### config.mk
export PLATFORM = sky130hd
export DESIGN_NAME = host_bus_arbiter
export DESIGN_NICKNAME = d
export VERILOG_FILES = /design/src/rtl/host_bus_pkg.sv /design/src/rtl/rr_arbiter.sv /design/src/rtl/host_bus_arbiter.sv
export SDC_FILE = /design/constraint.sdc
export NUM_CORES = 1
export LEC_CHECK = 0
export CELL_PAD_IN_SITES_DETAIL_PLACEMENT = 1
export CELL_PAD_IN_SITES_GLOBAL_PLACEMENT = 1
export CORE_AREA = 2 2 252 254
export DETAILED_ROUTE_END_ITERATION = 16
export DIE_AREA = 0 0 254 256
export PLACE_DENSITY = 0.64
export SYNTH_ARGS = -nofsm -noshare
export SYNTH_HDL_FRONTEND = slang
export SYNTH_SLANG_ARGS = --single-unit
### constraint.sdc
create_clock -name i_clk -period 3.17 [get_ports i_clk]
set_clock_uncertainty 0.05 [all_clocks]
set_input_delay 0.4755 -clock i_clk [delete_from_list [all_inputs] [get_ports i_clk]]
set_output_delay 0.4755 -clock i_clk [all_outputs]
set_load 0.05 [all_outputs]
### src/rtl/host_bus_pkg.sv
// Shared encodings for the host-bus arbiter: rw codes, transfer sizes, FSM states.
package host_bus_pkg;

   localparam logic [1:0] RW_NOP   = 2'b00;
   localparam logic [1:0] RW_WRITE = 2'b01;
   localparam logic [1:0] RW_READ  = 2'b10;
   localparam logic [1:0] RW_BAD   = 2'b11;

   localparam logic [2:0] SIZE_8  = 3'd0;
   localparam logic [2:0] SIZE_16 = 3'd1;
   localparam logic [2:0] SIZE_32 = 3'd2;
   localparam logic [2:0] SIZE_64 = 3'd3;

   typedef enum logic [1:0] {
      ST_IDLE  = 2'd0,
      ST_ISSUE = 2'd1,
      ST_CLEAR = 2'd2
   } arb_state_e;

   function automatic logic rw_is_access(input logic [1:0] rw);
      return (rw == RW_WRITE) || (rw == RW_READ);
   endfunction

endpackage

### src/rtl/rr_arbiter.sv
// Request vector to one-hot grant. Round-robin from ptr by default;
// HOST_BUS_ARB_FIXED_PRIO_EN selects fixed priority (lowest index wins, no pointer).
module rr_arbiter #(
   parameter int NUM_REQ = 4,
   parameter int PTR_W   = 2
) (
   input  logic [NUM_REQ-1:0] req,
`ifndef HOST_BUS_ARB_FIXED_PRIO_EN
   input  logic [PTR_W-1:0]   ptr,
`endif
   output logic [NUM_REQ-1:0] grant
);

`ifdef HOST_BUS_ARB_FIXED_PRIO_EN
   logic hit;

   always_comb begin
      grant = '0;
      hit   = 1'b0;
      for (int unsigned i = 0; i < NUM_REQ; i++) begin
         if (req[i] && !hit) begin
            grant[i] = 1'b1;
            hit      = 1'b1;
         end
      end
   end
`else
   logic [NUM_REQ-1:0] gnt_hi;
   logic [NUM_REQ-1:0] gnt_lo;
   logic               hit_hi;
   logic               hit_lo;

   // Wrap-around search: first requester at/above ptr, else the lowest one.
   always_comb begin
      gnt_hi = '0;
      gnt_lo = '0;
      hit_hi = 1'b0;
      hit_lo = 1'b0;
      for (int unsigned i = 0; i < NUM_REQ; i++) begin
         if (req[i] && !hit_hi && (i >= 32'(ptr))) begin
            gnt_hi[i] = 1'b1;
            hit_hi    = 1'b1;
         end
         if (req[i] && !hit_lo) begin
            gnt_lo[i] = 1'b1;
            hit_lo    = 1'b1;
         end
      end
      grant = hit_hi ? gnt_hi : gnt_lo;
   end
`endif

endmodule

### src/rtl/host_bus_arbiter.sv
// Arbitrates NUM_REQ requesters onto one host-bus master (IDLE -> ISSUE -> CLEAR).
// Build option: HOST_BUS_ARB_FIXED_PRIO_EN selects fixed priority instead of round-robin.
module host_bus_arbiter
   import host_bus_pkg::*;
#(
   parameter int NUM_REQ = 4,
   parameter int ADDR_W  = 32,
   parameter int DATA_W  = 64
) (
   input  logic                      i_clk,
   input  logic                      i_rst_n,
   input  logic [NUM_REQ-1:0]        i_req_valid,
   output logic [NUM_REQ-1:0]        o_req_ready,
   input  logic [2*NUM_REQ-1:0]      i_req_rw,
   input  logic [ADDR_W*NUM_REQ-1:0] i_req_addr,
   input  logic [3*NUM_REQ-1:0]      i_req_wsize,
   input  logic [DATA_W*NUM_REQ-1:0] i_req_wdata,
   output logic [NUM_REQ-1:0]        o_resp_valid,
   output logic [DATA_W-1:0]         o_resp_rdata,
   output logic                      o_resp_error,
   output logic                      o_resp_invalid,
   output logic [ADDR_W-1:0]         o_m_addr,
   output logic [2:0]                o_m_wsize,
   output logic [DATA_W-1:0]         o_m_wdata,
   output logic [1:0]                o_m_rw,
   output logic                      o_m_clear_done,
   input  logic [DATA_W-1:0]         i_m_rdata,
   input  logic                      i_m_wait,
   input  logic                      i_m_done,
   input  logic                      i_m_invalid,
   input  logic                      i_m_error,
   output logic                      o_busy
);

   localparam int PTR_W = (NUM_REQ > 1) ? $clog2(NUM_REQ) : 1;

   arb_state_e          state;
   arb_state_e          state_nxt;
   logic [NUM_REQ-1:0]  grant;
   logic [NUM_REQ-1:0]  gnt_q;
   logic                accept;
   logic                complete;

   logic [1:0]          sel_rw;
   logic [ADDR_W-1:0]   sel_addr;
   logic [2:0]          sel_wsize;
   logic [DATA_W-1:0]   sel_wdata;

   logic [1:0]          rw_q;
   logic [ADDR_W-1:0]   addr_q;
   logic [2:0]          wsize_q;
   logic [DATA_W-1:0]   wdata_q;

   logic [NUM_REQ-1:0]  resp_valid_q;
   logic [DATA_W-1:0]   rdata_q;
   logic                error_q;
   logic                invalid_q;

   // Master wait is status only; sequencing relies on i_m_done alone.
   logic                unused_wait;
   assign unused_wait = i_m_wait;

`ifndef HOST_BUS_ARB_FIXED_PRIO_EN
   logic [PTR_W-1:0]    ptr_q;
   logic [PTR_W-1:0]    sel_idx;

   always_comb begin
      sel_idx = '0;
      for (int unsigned i = 0; i < NUM_REQ; i++) begin
         if (grant[i]) begin
            sel_idx = PTR_W'(i);
         end
      end
   end

   always_ff @(posedge i_clk or negedge i_rst_n) begin
      if (!i_rst_n) begin
         ptr_q <= '0;
      end else if (accept) begin
         ptr_q <= (sel_idx == PTR_W'(NUM_REQ - 1)) ? '0 : sel_idx + PTR_W'(1);
      end
   end
`endif

   rr_arbiter #(
      .NUM_REQ (NUM_REQ),
      .PTR_W   (PTR_W)
   ) u_rr_arbiter (
      .req   (i_req_valid),
`ifndef HOST_BUS_ARB_FIXED_PRIO_EN
      .ptr   (ptr_q),
`endif
      .grant (grant)
   );

   always_comb begin
      sel_rw    = RW_NOP;
      sel_addr  = '0;
      sel_wsize = '0;
      sel_wdata = '0;
      for (int unsigned i = 0; i < NUM_REQ; i++) begin
         if (grant[i]) begin
            sel_rw    = i_req_rw[2*i +: 2];
            sel_addr  = i_req_addr[ADDR_W*i +: ADDR_W];
            sel_wsize = i_req_wsize[3*i +: 3];
            sel_wdata = i_req_wdata[DATA_W*i +: DATA_W];
         end
      end
   end

   always_ff @(posedge i_clk or negedge i_rst_n) begin
      if (!i_rst_n) begin
         state <= ST_IDLE;
      end else begin
         state <= state_nxt;
      end
   end

   // Ready is gated by reset so no accept is advertised while reset is held.
   always_comb begin
      state_nxt      = state;
      o_req_ready    = '0;
      accept         = 1'b0;
      complete       = 1'b0;
      o_m_rw         = RW_NOP;
      o_m_clear_done = 1'b0;
      o_busy         = 1'b1;
      case (state)
         ST_IDLE: begin
            o_busy = 1'b0;
            if (i_rst_n && (|i_req_valid)) begin
               o_req_ready = grant;
               accept      = 1'b1;
               if (rw_is_access(sel_rw)) begin
                  state_nxt = ST_ISSUE;
               end
            end
         end
         ST_ISSUE: begin
            o_m_rw = rw_q;
            if (i_m_done) begin
               complete  = 1'b1;
               state_nxt = ST_CLEAR;
            end
         end
         ST_CLEAR: begin
            o_m_clear_done = 1'b1;
            if (!i_m_done) begin
               state_nxt = ST_IDLE;
            end
         end
         default: begin
            state_nxt = ST_IDLE;
         end
      endcase
   end

   // Payload is only reloaded when it will actually reach the master.
   always_ff @(posedge i_clk or negedge i_rst_n) begin
      if (!i_rst_n) begin
         gnt_q        <= '0;
         rw_q         <= RW_NOP;
         addr_q       <= '0;
         wsize_q      <= '0;
         wdata_q      <= '0;
         resp_valid_q <= '0;
         rdata_q      <= '0;
         error_q      <= 1'b0;
         invalid_q    <= 1'b0;
      end else begin
         resp_valid_q <= '0;
         if (accept) begin
            gnt_q <= grant;
            rw_q  <= sel_rw;
            if (rw_is_access(sel_rw)) begin
               addr_q  <= sel_addr;
               wsize_q <= sel_wsize;
               wdata_q <= sel_wdata;
            end else begin
               resp_valid_q <= grant;
               rdata_q      <= '0;
               error_q      <= 1'b0;
               invalid_q    <= 1'b1;
            end
         end
         if (complete) begin
            resp_valid_q <= gnt_q;
            rdata_q      <= i_m_rdata;
            error_q      <= i_m_error;
            invalid_q    <= i_m_invalid;
         end
      end
   end

   assign o_m_addr       = addr_q;
   assign o_m_wsize      = wsize_q;
   assign o_m_wdata      = wdata_q;
   assign o_resp_valid   = resp_valid_q;
   assign o_resp_rdata   = rdata_q;
   assign o_resp_error   = error_q;
   assign o_resp_invalid = invalid_q;

endmodule

* Yosys cells after proc, flatten, opt, wreduce, memory -nomap -nowiden
Cells that the tools add are included.
Storage, ports and cells: word-level logic and storage cells 108, register bits after elaboration 179, output and inout port bits 177, input bits 478
Cells by class: mux-type cells 60, eq/ne operators 10, order comparisons 3, add/sub/neg operators 1, reduce and logical (&&, ||, !) cells 23
Operators by type and width (count):
- $mux 64 | 7
- $mux 32 | 4
- $mux 1 | 26
- $mux 2 | 12
- $mux 4 | 6
- $mux 3 | 4
- $logic_and 1x1->1 | 10
- $ne 2x2->1 const B | 5
- $eq 2x2->1 const B | 3
- $logic_not 1->1 | 6
- $pmux 2 s3 | 1
- $eq 2x1->1 const B | 2
- $ge 1x2->1 const A | 2
- $reduce_and 2->1 | 2
- $reduce_and 4->1 | 1
- $reduce_or 4->1 | 1
- $add 2x1->2 const B | 1
- $ge 2x2->1 const A | 1
- $logic_not 2->1 | 1
- $reduce_bool 2->1 | 1
- $logic_or 1x1->1 | 1

* Logic depth before layout (Yosys ltp)
depth after elaboration 24, gate-level depth with buffers 12, gate-level depth less buffers 7

* Modules after synthesis
From an unflattened synthesis, not the netlist that was laid out.
Second synthesis, totals: cell total of the unflattened synthesis 1166, area total of the unflattened synthesis 9729.3 µm²
Modules (own cells, without submodules):
- host_bus_arbiter | seq. area each 4479.3 µm², area each 9625.5 µm², instances 1, cells an instance 1149
- rr_arbiter | seq. area each 0.0 µm², area each 103.8 µm², instances 1, cells an instance 17

* Worst setup path before layout
OpenSTA, ideal clock, no wires.
path type input to register, from input port i_req_valid[2], to register addr_q[28], in the netlist o_m_addr[28], setup time 0.121 ns, stages 11, required time 2.999 ns, buffers on the path 4, arrival time 2.470 ns, setup slack 0.529 ns, cells stage by stage buf_2 > nand2b_1 > a311o_1 > a32oi_1 > a31oi_1 > or3_1 > and3_1 > buf_2 > buf_6 > buf_6 > o22a_1
On the way: longest elaborated chain between the ends 14, elaborated cells on any way between the ends 31, classes of those cells eq/ne (2); mux (18); reduce/logical (11)
Ends and longest elaborated chain:
- start, declared | RTL line host_bus_arbiter.sv:12 | input logic [NUM_REQ-1:0] i_req_valid,
- $logic_and 1x1->1 (2 in series) | RTL line rr_arbiter.sv:40 | if (req[i] && !hit_hi && (i >= 32'(ptr))) begin
- $mux 1 | RTL line rr_arbiter.sv:40
- $logic_not 1->1 | RTL line rr_arbiter.sv:40
- $logic_and 1x1->1 | RTL line rr_arbiter.sv:40
- $mux 1 | RTL line rr_arbiter.sv:40
- $mux 4 | RTL line rr_arbiter.sv:49 | grant = hit_hi ? gnt_hi : gnt_lo;
- $mux 2 (4 in series) | RTL line host_bus_arbiter.sv:102 | if (grant[i]) begin
- $eq 2x1->1 or $eq 2x2->1 (tied branches) | RTL line host_bus_pkg.sv:21 | return (rw == RW_WRITE) || (rw == RW_READ);
- $logic_or 1x1->1 | RTL line host_bus_pkg.sv:21
- $reduce_and 2->1 (no source line)
- end signal, assigned | RTL line host_bus_arbiter.sv:176 | addr_q <= sel_addr;
- end, declared | RTL line host_bus_arbiter.sv:50 | logic [ADDR_W-1:0] addr_q;
Several ways; a longest one is shown, not always the timed one. A chain may end at the register's enable or synchronous reset.

* Worst setup path after layout
from input port i_req_valid[2], to output port o_req_ready[2]
On the way: longest elaborated chain between the ends 9, elaborated cells on any way between the ends 14, classes of those cells mux (7); reduce/logical (7)
Ends and longest elaborated chain:
- $logic_and 1x1->1 (2 in series) | RTL line rr_arbiter.sv:40
- $mux 1 | RTL line rr_arbiter.sv:40
- $logic_not 1->1 | RTL line rr_arbiter.sv:40
- $logic_and 1x1->1 | RTL line rr_arbiter.sv:40
- $mux 1 | RTL line rr_arbiter.sv:40
- $mux 4 | RTL line rr_arbiter.sv:49
- $mux 4 (*) | RTL line host_bus_arbiter.sv:131 | if (i_rst_n && (|i_req_valid)) begin
- $mux 4 (*) | RTL line host_bus_arbiter.sv:128 | case (state)
- end, declared | RTL line host_bus_arbiter.sv:13 | output logic [NUM_REQ-1:0] o_req_ready,
Mark *: on every way between the ends. The rest lies on a longest branch, timed or not.

==> reports/results.md <==
* finished, final reports clean — status
* output port — endpoint class of the critical path
* 7.03 nW — leak pwr
* 0.0105 ns — worst hold slack
* yes — CTS tree
* 653 — number of port buffers
* 770 — number of DRC markers after the initial detailed-route iteration
* 0.00416 mm² — area taken by multi-input logic gates
* 74.8 mm — global-route wire length before repair
* 0 — count of flip-flops with a built-in enable after synthesis
* 11,252 — number of global-route vias before repair
* 4 — CTS HTree Levels
* 2 — deepest clock path buffer count
* 2,345 — DP Cell Count
* 0 — antenna-violating nets left
* 0 — number of max-slew violations in the final report
* 0.57 ns — slowest stage delay, CP
* input pin — startpoint type of the worst setup path
* 0 — Final setup viols
* 0 — PostCTS Resize Cnt
* 91.8% — post-route clock period utilization
* simple AND/OR/NAND/NOR gates — kind of cell adding the most delay to the critical path
* 93.3% — growth of design area from synthesis to finish
* in2out — critical path class
* 256 µm — die height
* in2async — min-delay worst type
* sky130_fd_sc_hd__dfrtp_1 (50%), sky130_fd_sc_hd__a222oi_1 (11%), sky130_fd_sc_hd__o22a_1 (9.6%), sky130_fd_sc_hd__mux2i_1 (7.2%), sky130_fd_sc_hd__nand3_1 (5.6%) — synth top area cells
* 8 — first-pass iteration count of the detailed router
* 49.5% — sequential area share after synthesis
* 10 — number of antenna violations at the first check in global routing
* 0.0624 mm² — area inside the core boundary
* 0 — number of endpoints with negative hold slack in the final report
* 0.829 ns — measured slew at the worst slew-check pin
* 26.0 mm — metal2 WL
* 1,360 — synthesized net count
* 14.5% — initial core utilization
* 2.38 ns — data arrival at the endpoint of the critical path
* clkdlybuf4s50_1, buf_4, or4_1, and3_4, and3_1, buf_12 — cells traversed along the worst timing path
* met5 — highest metal layer with signal wires
* 655 — total I/O pin count
* 2.91 ns — clock period minus final worst setup slack
* 17 — total CTS buffers
* 119 — pin count of the biggest net entering global routing
* 0.48 ns — insertion delay to the later sink of the worst-skew pair
* 2,378 — non-filler instance count after layout
* 0 — overall overflow remaining after global route
* 1060 mW/mm² — power density over the cells
* 0.000355 V — maximum vdd ir drop
* 7,135 — # fillers
* 0.0175 mm² — final non-filler cell area
* 1,996 — nets@finish
* 0.00905 mm² — post-synthesis cell area
* 0.261 ns — Final WS setup
* 7.45% — share of post-route cells with drive strength above 1
* 10.3 µm² — Avg Synthesized Cell Area
* 42.5 mm — post-detailed-placement half-perimeter wirelength
* 254 µm — die span in x
* 0.0169 mm² — placed inst area
* 0.00448 mm² — combined flip-flop and latch cell area
* 0.864 — Final Wtd Congestion
* 0 — Warnings, synthesis
* 3 — number of buffers and inverters on the critical path
* 18.5 mW — Design Power
* sky130_fd_sc_hd__or4_1 — CP max-delay cell
* sky130_fd_sc_hd__dfrtp_1 — predominant post-synthesis flop cell
* 882 — post-synthesis cell count
* sky130_fd_sc_hd__clkbuf_16 — root buffer cell
* 36 — library cells used by synthesis
* 6 — crit-path max FO
* 100% — share of flip-flops with an asynchronous set or reset
* false — setup repair after global routing missed its margin
* 92 — number of rows in the core area
* 15.8% — overall global routing resource usage
* 0.0650 mm² — full die area
* 2.64 ns — CP required
* 0.08 ns — clock transition at the registers of the reported paths
* 49.5% — portion of synthesized cell area occupied by the leading cell type
* 179 — CTS sink cnt
* 179 — Synth Register Bits
* 4.48 mm — total length of routed met3 wires
* 44.7% — worst max-slew margin expressed relative to the limit
* -0.129 ns — Post-Place Setup Slack
* 0 — post-CTS setup buffer count
* 20.8 mm — wl on met1
* 22.1 µm — average detailed-routed wire length per instance
* 0 — number of remaining DRC errors
* sky130_fd_sc_hd__dfrtp_1 — post-synthesis cell type with the largest combined area
* 4.43 — post-DR vias/cell
* 0 — number of violations of the max-capacitance limit
* 0 — CTS hold repair buffers
* 10,539 — via total after detailed routing
* 52.5 mm — final wirelength
* 344 MHz — Fmax
[routing by layer]
metal | global-route usage (%) | up-vias
met2 | 27.6 | 528
met5 | 0 | -
met4 | 5.08 | 6
met3 | 5.25 | 58
met1 | 18.1 | 5198
li1 | - | 4749
[cell families (layout without fill, tap and decap cells)]
kind of cell | Yosys count | after routing | share of synthesized area, %
mux | 65 | 65 | 7.19
buf+inv | 108 | 757 | 4.98
simple gates | 239 | 239 | 11.9
compound gates | 291 | 291 | 26.5
other cells | 0 | 1 | 0
flops | 179 | 179 | 49.5
[placed cells by master, fill, tap and decap left out, types with 2 or more instances in the layout]
cell | synthesis | routed
sky130_fd_sc_hd__inv_8 | 0 | 3
sky130_fd_sc_hd__a21o_1 | 5 | 5
sky130_fd_sc_hd__a22o_1 | 4 | 4
sky130_fd_sc_hd__nand2_4 | 0 | 2
sky130_fd_sc_hd__a222oi_1 | 99 | 99
sky130_fd_sc_hd__clkbuf_16 | 0 | 17
sky130_fd_sc_hd__clkinv_4 | 0 | 2
sky130_fd_sc_hd__nor2_1 | 9 | 8
sky130_fd_sc_hd__a21oi_1 | 68 | 68
sky130_fd_sc_hd__dfrtp_1 | 179 | 179
sky130_fd_sc_hd__o21ai_0 | 3 | 3
sky130_fd_sc_hd__nand3_1 | 102 | 102
sky130_fd_sc_hd__nor2b_1 | 2 | 2
sky130_fd_sc_hd__o22ai_1 | 2 | 2
sky130_fd_sc_hd__nand2_1 | 108 | 106
sky130_fd_sc_hd__o22a_1 | 99 | 99
sky130_fd_sc_hd__and2_4 | 0 | 2
sky130_fd_sc_hd__inv_1 | 6 | 6
sky130_fd_sc_hd__nor3_1 | 3 | 3
sky130_fd_sc_hd__clkdlybuf4s50_1 | 0 | 647
sky130_fd_sc_hd__mux2i_1 | 65 | 65
sky130_fd_sc_hd__buf_12 | 0 | 14
sky130_fd_sc_hd__inv_6 | 0 | 6
sky130_fd_sc_hd__clkinv_2 | 0 | 2
sky130_fd_sc_hd__buf_4 | 0 | 57
sky130_fd_sc_hd__and2_1 | 6 | 4
sky130_fd_sc_hd__and3_1 | 4 | 2
sky130_fd_sc_hd__nand2b_1 | 2 | 2
sky130_fd_sc_hd__and3_4 | 0 | 2
[layout make-up]
class	count	share of cell area (%)
Sequential cell	179	25.6
Inverter	6	0.129
Timing Repair Buffer	719	41.2
Antenna cell	1	0.0143
Multi-Input combinational cell	595	23.8
Tap cell	846	6.05
Clock inverter	15	0.787
Clock buffer	17	2.43
[path summary, 6_finish.rpt]
| path | startpoint | end | slack [ns] | cells past startpoint |
|---|---|---|---|---|
| min reg2reg | gnt_q[2] | gnt_q[2] | 0.43 | 1 |
| min | i_rst_n | rw_q[0] | 0.01 | 2 |
| max | i_req_valid[2] | o_req_ready[2] | 0.26 | 6 |
| min in group i_clk | i_rst_n | gnt_q[1] | 0.42 | 3 |
| max in group asynchronous | i_rst_n | o_m_wdata[55] | 2.32 | 2 |
| max reg2reg | ptr_q[0] | o_m_addr[23] | 0.37 | 8 |
[synth_stat cells (all sizes together), types with 2 or more instances]
cell      n
clkbuf   75
o22a     99
a21o      5
mux2i    65
buf      27
and2      6
dfrtp   179
nand3   102
nand2b    2
o21ai     4
a21oi    68
and3      4
a22o      4
nand2   108
inv       6
o22ai     2
nor2b     2
nor2      9
nor3      3
a222oi   99
[worst reg2reg max path, stage by stage, from the launching register on]
cell,delay [ns]
sky130_fd_sc_hd__dfrtp_1,0.49
sky130_fd_sc_hd__nand2b_1,0.23
sky130_fd_sc_hd__a221o_1,0.37
sky130_fd_sc_hd__and2_4,0.20
sky130_fd_sc_hd__buf_12,0.18
sky130_fd_sc_hd__buf_4,0.45
sky130_fd_sc_hd__a222oi_1,0.35
sky130_fd_sc_hd__nand3_1,0.15
sky130_fd_sc_hd__o22a_1,0.21
[state kept, by name (all words and copies together) (netlist names)]
register / count
o_resp_invalid: 1
o_resp_error: 1
o_m_wdata: 64
o_resp_valid: 4
state: 2
ptr_q: 2
o_resp_rdata: 64
o_m_addr: 32
rw_q: 2
gnt_q: 4
o_m_wsize: 3
[per-stage QoR]
step	TNS, ns	util, %
detailed placement	-8.83	27.1
floorplan	0	-
global route	0	28.0
global placement	-3.14	27.1
finish	0	28.0
CTS	0	28.0
[where the power goes]
group	internal (mW)	switching (mW)
Combinational	4.54	7.72
Clock	1.04	1.07
Sequential	3.44	0.684
(Power assumes the default switching activity.)
